## config.mk

```make
export PLATFORM = sky130hd
export DESIGN_NAME = reg_file_flat
export DESIGN_NICKNAME = d
export VERILOG_FILES = /design/src/rtl/reg_file_if.sv /design/src/rtl/reg_file.sv /design/src/flat_wrapper.sv
export SDC_FILE = /design/constraint.sdc
export NUM_CORES = 2
export LEC_CHECK = 0
export CORE_UTILIZATION = 40
export DETAILED_ROUTE_END_ITERATION = 16
export GPL_ROUTABILITY_DRIVEN = 0
export PLACE_DENSITY = 0.54
export SLEW_MARGIN = 10
export SYNTH_ARGS = -nofsm -noshare
export SYNTH_HDL_FRONTEND = slang
export SYNTH_SLANG_ARGS = --single-unit
```

## constraint.sdc

```tcl
create_clock -name clk -period 6.6 [get_ports clk]
set_input_delay 1.32 -clock clk [delete_from_list [all_inputs] [get_ports clk]]
set_output_delay 1.32 -clock clk [all_outputs]
set_load 0.1 [all_outputs]
```

## src/rtl/reg_file_if.sv

```systemverilog
// Register-file access bundle: decode/writeback side (master) drives addresses
// and write data, the register file (slave) returns the two read words.
interface reg_file_if #(
    parameter int N = 32
) ();
    logic         Reg_Write_i;
    logic [4:0]   Write_Register_i;
    logic [N-1:0] Write_Data_i;
    logic [4:0]   Read_Register_1_i;
    logic [4:0]   Read_Register_2_i;
    logic [N-1:0] Read_Data_1_o;
    logic [N-1:0] Read_Data_2_o;

    modport master (
        output Reg_Write_i,
        output Write_Register_i,
        output Write_Data_i,
        output Read_Register_1_i,
        output Read_Register_2_i,
        input  Read_Data_1_o,
        input  Read_Data_2_o
    );

    modport slave (
        input  Reg_Write_i,
        input  Write_Register_i,
        input  Write_Data_i,
        input  Read_Register_1_i,
        input  Read_Register_2_i,
        output Read_Data_1_o,
        output Read_Data_2_o
    );
endinterface

```

## src/rtl/reg_file.sv

```systemverilog
// 32 x N register file, r0 hardwired to zero, two combinational read ports.
// Optional macro REG_FILE_BYPASS_EN forwards same-cycle write data to the reads.
module reg_file #(
    parameter int N = 32
) (
    input  logic       clk,
    input  logic       reset,
    reg_file_if.slave  bus
);
    logic [N-1:0] entry_q [32];
    logic [4:0]   rd_addr [2];
    logic [N-1:0] rd_data [2];

    // r0 has no storage at all, so it can never hold a non-zero value.
    assign entry_q[0] = '0;

    genvar gi;
    generate
        for (gi = 1; gi < 32; gi++) begin : g_entry
            logic [N-1:0] entry_reg;

            always_ff @(posedge clk) begin
                if (reset) begin
                    entry_reg <= '0;
                end else if (bus.Reg_Write_i && (bus.Write_Register_i == 5'(gi))) begin
                    entry_reg <= bus.Write_Data_i;
                end
            end

            assign entry_q[gi] = entry_reg;
        end
    endgenerate

    assign rd_addr[0] = bus.Read_Register_1_i;
    assign rd_addr[1] = bus.Read_Register_2_i;

    generate
        for (gi = 0; gi < 2; gi++) begin : g_port
            logic [N-1:0] data_next;

            always_comb begin
                data_next = entry_q[rd_addr[gi]];
`ifdef REG_FILE_BYPASS_EN
                // Write-through: a reader of the register being written sees the new word now.
                if (bus.Reg_Write_i && !reset && (bus.Write_Register_i != 5'd0)
                        && (bus.Write_Register_i == rd_addr[gi])) begin
                    data_next = bus.Write_Data_i;
                end
`endif
            end

            assign rd_data[gi] = data_next;
        end
    endgenerate

    assign bus.Read_Data_1_o = rd_data[0];
    assign bus.Read_Data_2_o = rd_data[1];
endmodule

```

## src/flat_wrapper.sv

```systemverilog
// flat-port wrapper written by rule: the top's interface ports become plain ports
module reg_file_flat 
#(
    parameter int N = 32
)
  (clk, reset, bus_Reg_Write_i, bus_Write_Register_i, bus_Write_Data_i, bus_Read_Register_1_i, bus_Read_Register_2_i, bus_Read_Data_1_o, bus_Read_Data_2_o);
  reg_file_if #(.N(N)) bus_i ();
  input  logic clk;
  input  logic reset;
  input wire logic [$bits(bus_i.Reg_Write_i)-1:0] bus_Reg_Write_i;
  input wire logic [$bits(bus_i.Write_Register_i)-1:0] bus_Write_Register_i;
  input wire logic [$bits(bus_i.Write_Data_i)-1:0] bus_Write_Data_i;
  input wire logic [$bits(bus_i.Read_Register_1_i)-1:0] bus_Read_Register_1_i;
  input wire logic [$bits(bus_i.Read_Register_2_i)-1:0] bus_Read_Register_2_i;
  output wire logic [$bits(bus_i.Read_Data_1_o)-1:0] bus_Read_Data_1_o;
  output wire logic [$bits(bus_i.Read_Data_2_o)-1:0] bus_Read_Data_2_o;
  assign bus_i.Reg_Write_i = bus_Reg_Write_i;
  assign bus_i.Write_Register_i = bus_Write_Register_i;
  assign bus_i.Write_Data_i = bus_Write_Data_i;
  assign bus_i.Read_Register_1_i = bus_Read_Register_1_i;
  assign bus_i.Read_Register_2_i = bus_Read_Register_2_i;
  assign bus_Read_Data_1_o = bus_i.Read_Data_1_o;
  assign bus_Read_Data_2_o = bus_i.Read_Data_2_o;
  reg_file #(.N(N)) u_core (.clk(clk), .reset(reset), .bus(bus_i));
endmodule
```

==> summary.md <==
| Metric | Value |
|---|---|
| Cts repair resizes | 0 |
| TritonCTS clock tree | yes |
| Register area share after synthesis | 38.68% |
| Ratio of cells with drive above 1 in the final layout | 9.513% |
| Postcts setup bufs | 0 |
| Post-Place Cells | 7,874 |
| Vias after detailed routing | 48,532 |
| Final Power | 14.71 mW |
| Most common cell after layout, fill and taps aside | nand2_1 |
| Max Cap Viol | 0 |
| Hold_buf cts | 0 |
| ANT nets after route | 0 |
| CP Capture Type | primary output |
| DP Area | 53,290 sq um |
| Met1 GRT Util | 43.86% |
| Busiest metal layer after global routing | met2 |
| Layout Area Growth over Synthesis | 11.62% |
| Critical Path Fanout Max | 69 |
| Die Span Y | 360.3 um |
| DR vias/cell | 6.002 |
| CP most frequent cell | buf_4 |
| Fin crit share | 88.72% |
| Layout Skew | 0 ns |
| Fin crit period | 5.855 ns |
| Type of the worst setup path | input pin to primary output |
| Peak VDD IR | 0.0002257 V |
| Max FFs per register | 992 |
| Least-Margin Pin Slew | 1.309 ns |
| Design Area, Final | 57,310 sq um |
| Unrepaired setup endpoints after global routing | no |
| Sink Count | 992 |
| Vias in the first global route | 44,777 |
| # setup viols final | 0 |
| Initial drt markers | 6,436 |
| Max Root-Sink Buffers | 3 |
| Post-Syn Instances | 6,580 |
| Synth Cell Area | 51,340 sq um |
| Fill count | 12,666 |
| Flip-flop and latch count after synthesis | 992 |
| Crit-path cells | buf_8, buf_4, buf_4, mux2i_1, a22oi_1, a31oi_1, nand3_1, buf_4 |
| Final Non-Filler Cells | 8,086 |
| Worst EP required | 5.28 ns |
| Critical Path Source | bus_Read_Register_1_i[1] |
| Launch point of the worst reg-to-reg path | u_core.g_entry[13].entry_reg[22] |
| Mapped Avg Cell Area | 7.803 sq um |
| Slew Viols, Final | 0 |
| Hold Violations, Final | 0 |
| Global-route usage over all layers | 31.06% |
| Multi-input gate area | 28,920 sq um |
| Synthesized Nets | 6,630 |
| Area of the core | 127,500 sq um |
| DIE AREA | 129,800 sq um |
| Cell Pwr Density | 256.6 nW/um^2 |
| Drt total wl | 209.7 mm |
| Die X | 360.3 um |
| Cts bufs inserted | 111 |
| CTS root buf | clkbuf_16 |
| CP startpoint kind | input pin |
| Fin util | 44.94% |
| Gr ovfl total | 0 |
| Hold wc startpoint | u_core.g_entry[3].entry_reg[2] |
| Count of cell types in the netlist | 32 |
| Yosys warns | 0 |
| Storage element area | 19,860 sq um |
| Most frequent cells in the layout | nand2_1, a21oi_1, dfxtp_1 |
| Hold Path Class | flip-flop to flip-flop |
| Routed wire length per instance | 25.93 um |
| Fmax | 170.8 MHz |
| Initial antenna violation count | 4 |
| Largest net degree at the start of global routing | 173 |
| Latest clock arrival within the worst-skew pair | 0.73 ns |
| Met2 usage | 46.84% |
| Worst-path clk slew | 0.06 ns |
| Crit-path slowest cell | a31oi_1 |
| H-tree depth | 3 |
| Static leakage | 20.34 nW |
| Status | completed |
| DR pass1 iterations | 7 |
| Setup TNS Final | 0 ns |
| Slew margin rel. | 12.74% |
| Starting density of the core | 40.26% |
| IO buf count | 113 |
| Detailed-route DRC error count | 0 |
| Global-route wire length before repair | 306.2 mm |
| Cell Rows | 131 |
| CP Data Arrival Time | 4.54 ns |
| Post-DP HPWL | 120.7 mm |
| Met3 usage | 6.586% |
| Number of nets in the layout | 6,376 |
| I/O pin count | 114 |
| CP max stage delay | 0.59 ns |
[worst max-delay path: cells and delay by family]
family                 cells  cell delay [ns]
buffers and inverters      4             1.89
AOI/OAI and AO/OA          2             0.70
and+or+nand+nor            1             0.21
muxes                      1             0.27
[Yosys cell counts, drive strengths merged]
cell type | count | area [sq um]
and2 | 4 | 25.02
a22oi | 256 | 1922
nand4 | 1 | 6.260
nor2b | 74 | 462.9
mux2i | 768 | 7687
clkbuf | 382 | 1434
nor4 | 8 | 117.6
nor2 | 21 | 88.83
or2 | 5 | 33.78
nand2b | 7 | 48.80
buf | 270 | 1443
nand3 | 192 | 960.9
nand2 | 2148 | 8065
a21oi | 1120 | 5605
dfxtp | 992 | 19860
mux2 | 64 | 720.7
nor3 | 76 | 459.2
mux4 | 64 | 1441
a31oi | 64 | 400.4
a221oi | 64 | 560.5
[where the power goes]
group / internal, mW / total, mW / leakage, nW / switching [mW]
Sequential: 6.03 / 6.07 / 8.00 / 0.0334
Clock: 4.14 / 6.86 / 1.97 / 2.73
Combinational: 0.446 / 1.78 / 10.4 / 1.34
[cells by family after synthesis]
kind of cell	count (synthesis)	share of synthesized area, %
AOI/OAI and AO/OA	1504	16.53
buffers and inverters	652	5.603
DFF	992	38.68
muxes	896	19.18
and+or+nand+nor	2536	20.00
[per-stage QoR]
step           hold slack [ns]  setup WS [ns]
4_1_cts                 0.4662         0.9051
3_5_place_dp            0.4581         0.9195
2_1_floorplan           0.4424          1.922
6_report                0.4657         0.7446
3_3_place_gp            0.4511         0.9731
5_1_grt                 0.4817         0.7151
[area by class of cell]
type	count	area share [%]
Multi-Input combinational cell	4936	50.47
Clock inverter	45	1.192
Sequential cell	992	34.65
Timing Repair Buffer	285	4.249
Clock buffer	165	5.801
Tap cell	1662	3.629
Antenna cell	1	0.004367
[per-layer routing]
metal	vias up	part of all wire, %	routed length [um]
met1	23636	44	91830
met5	-	0.0062	13
met2	2396	43	90810
met3	375	10	20870
met4	2	2.9	6159
li1	22123	-	-
[final timing paths]
| kind | slack (ns) | cells after the start | endpoint |
|---|---|---|---|
| min reg2reg | 0.47 | 2 | u_core.g_entry[3].entry_reg[2] |
| max reg2reg | 5.87 | 2 | u_core.g_entry[13].entry_reg[22] |
| max | 0.74 | 8 | bus_Read_Data_1_o[19] |
| min | 0.47 | 2 | u_core.g_entry[3].entry_reg[2] |
Note: power is estimated with default switching activity, not from simulation.
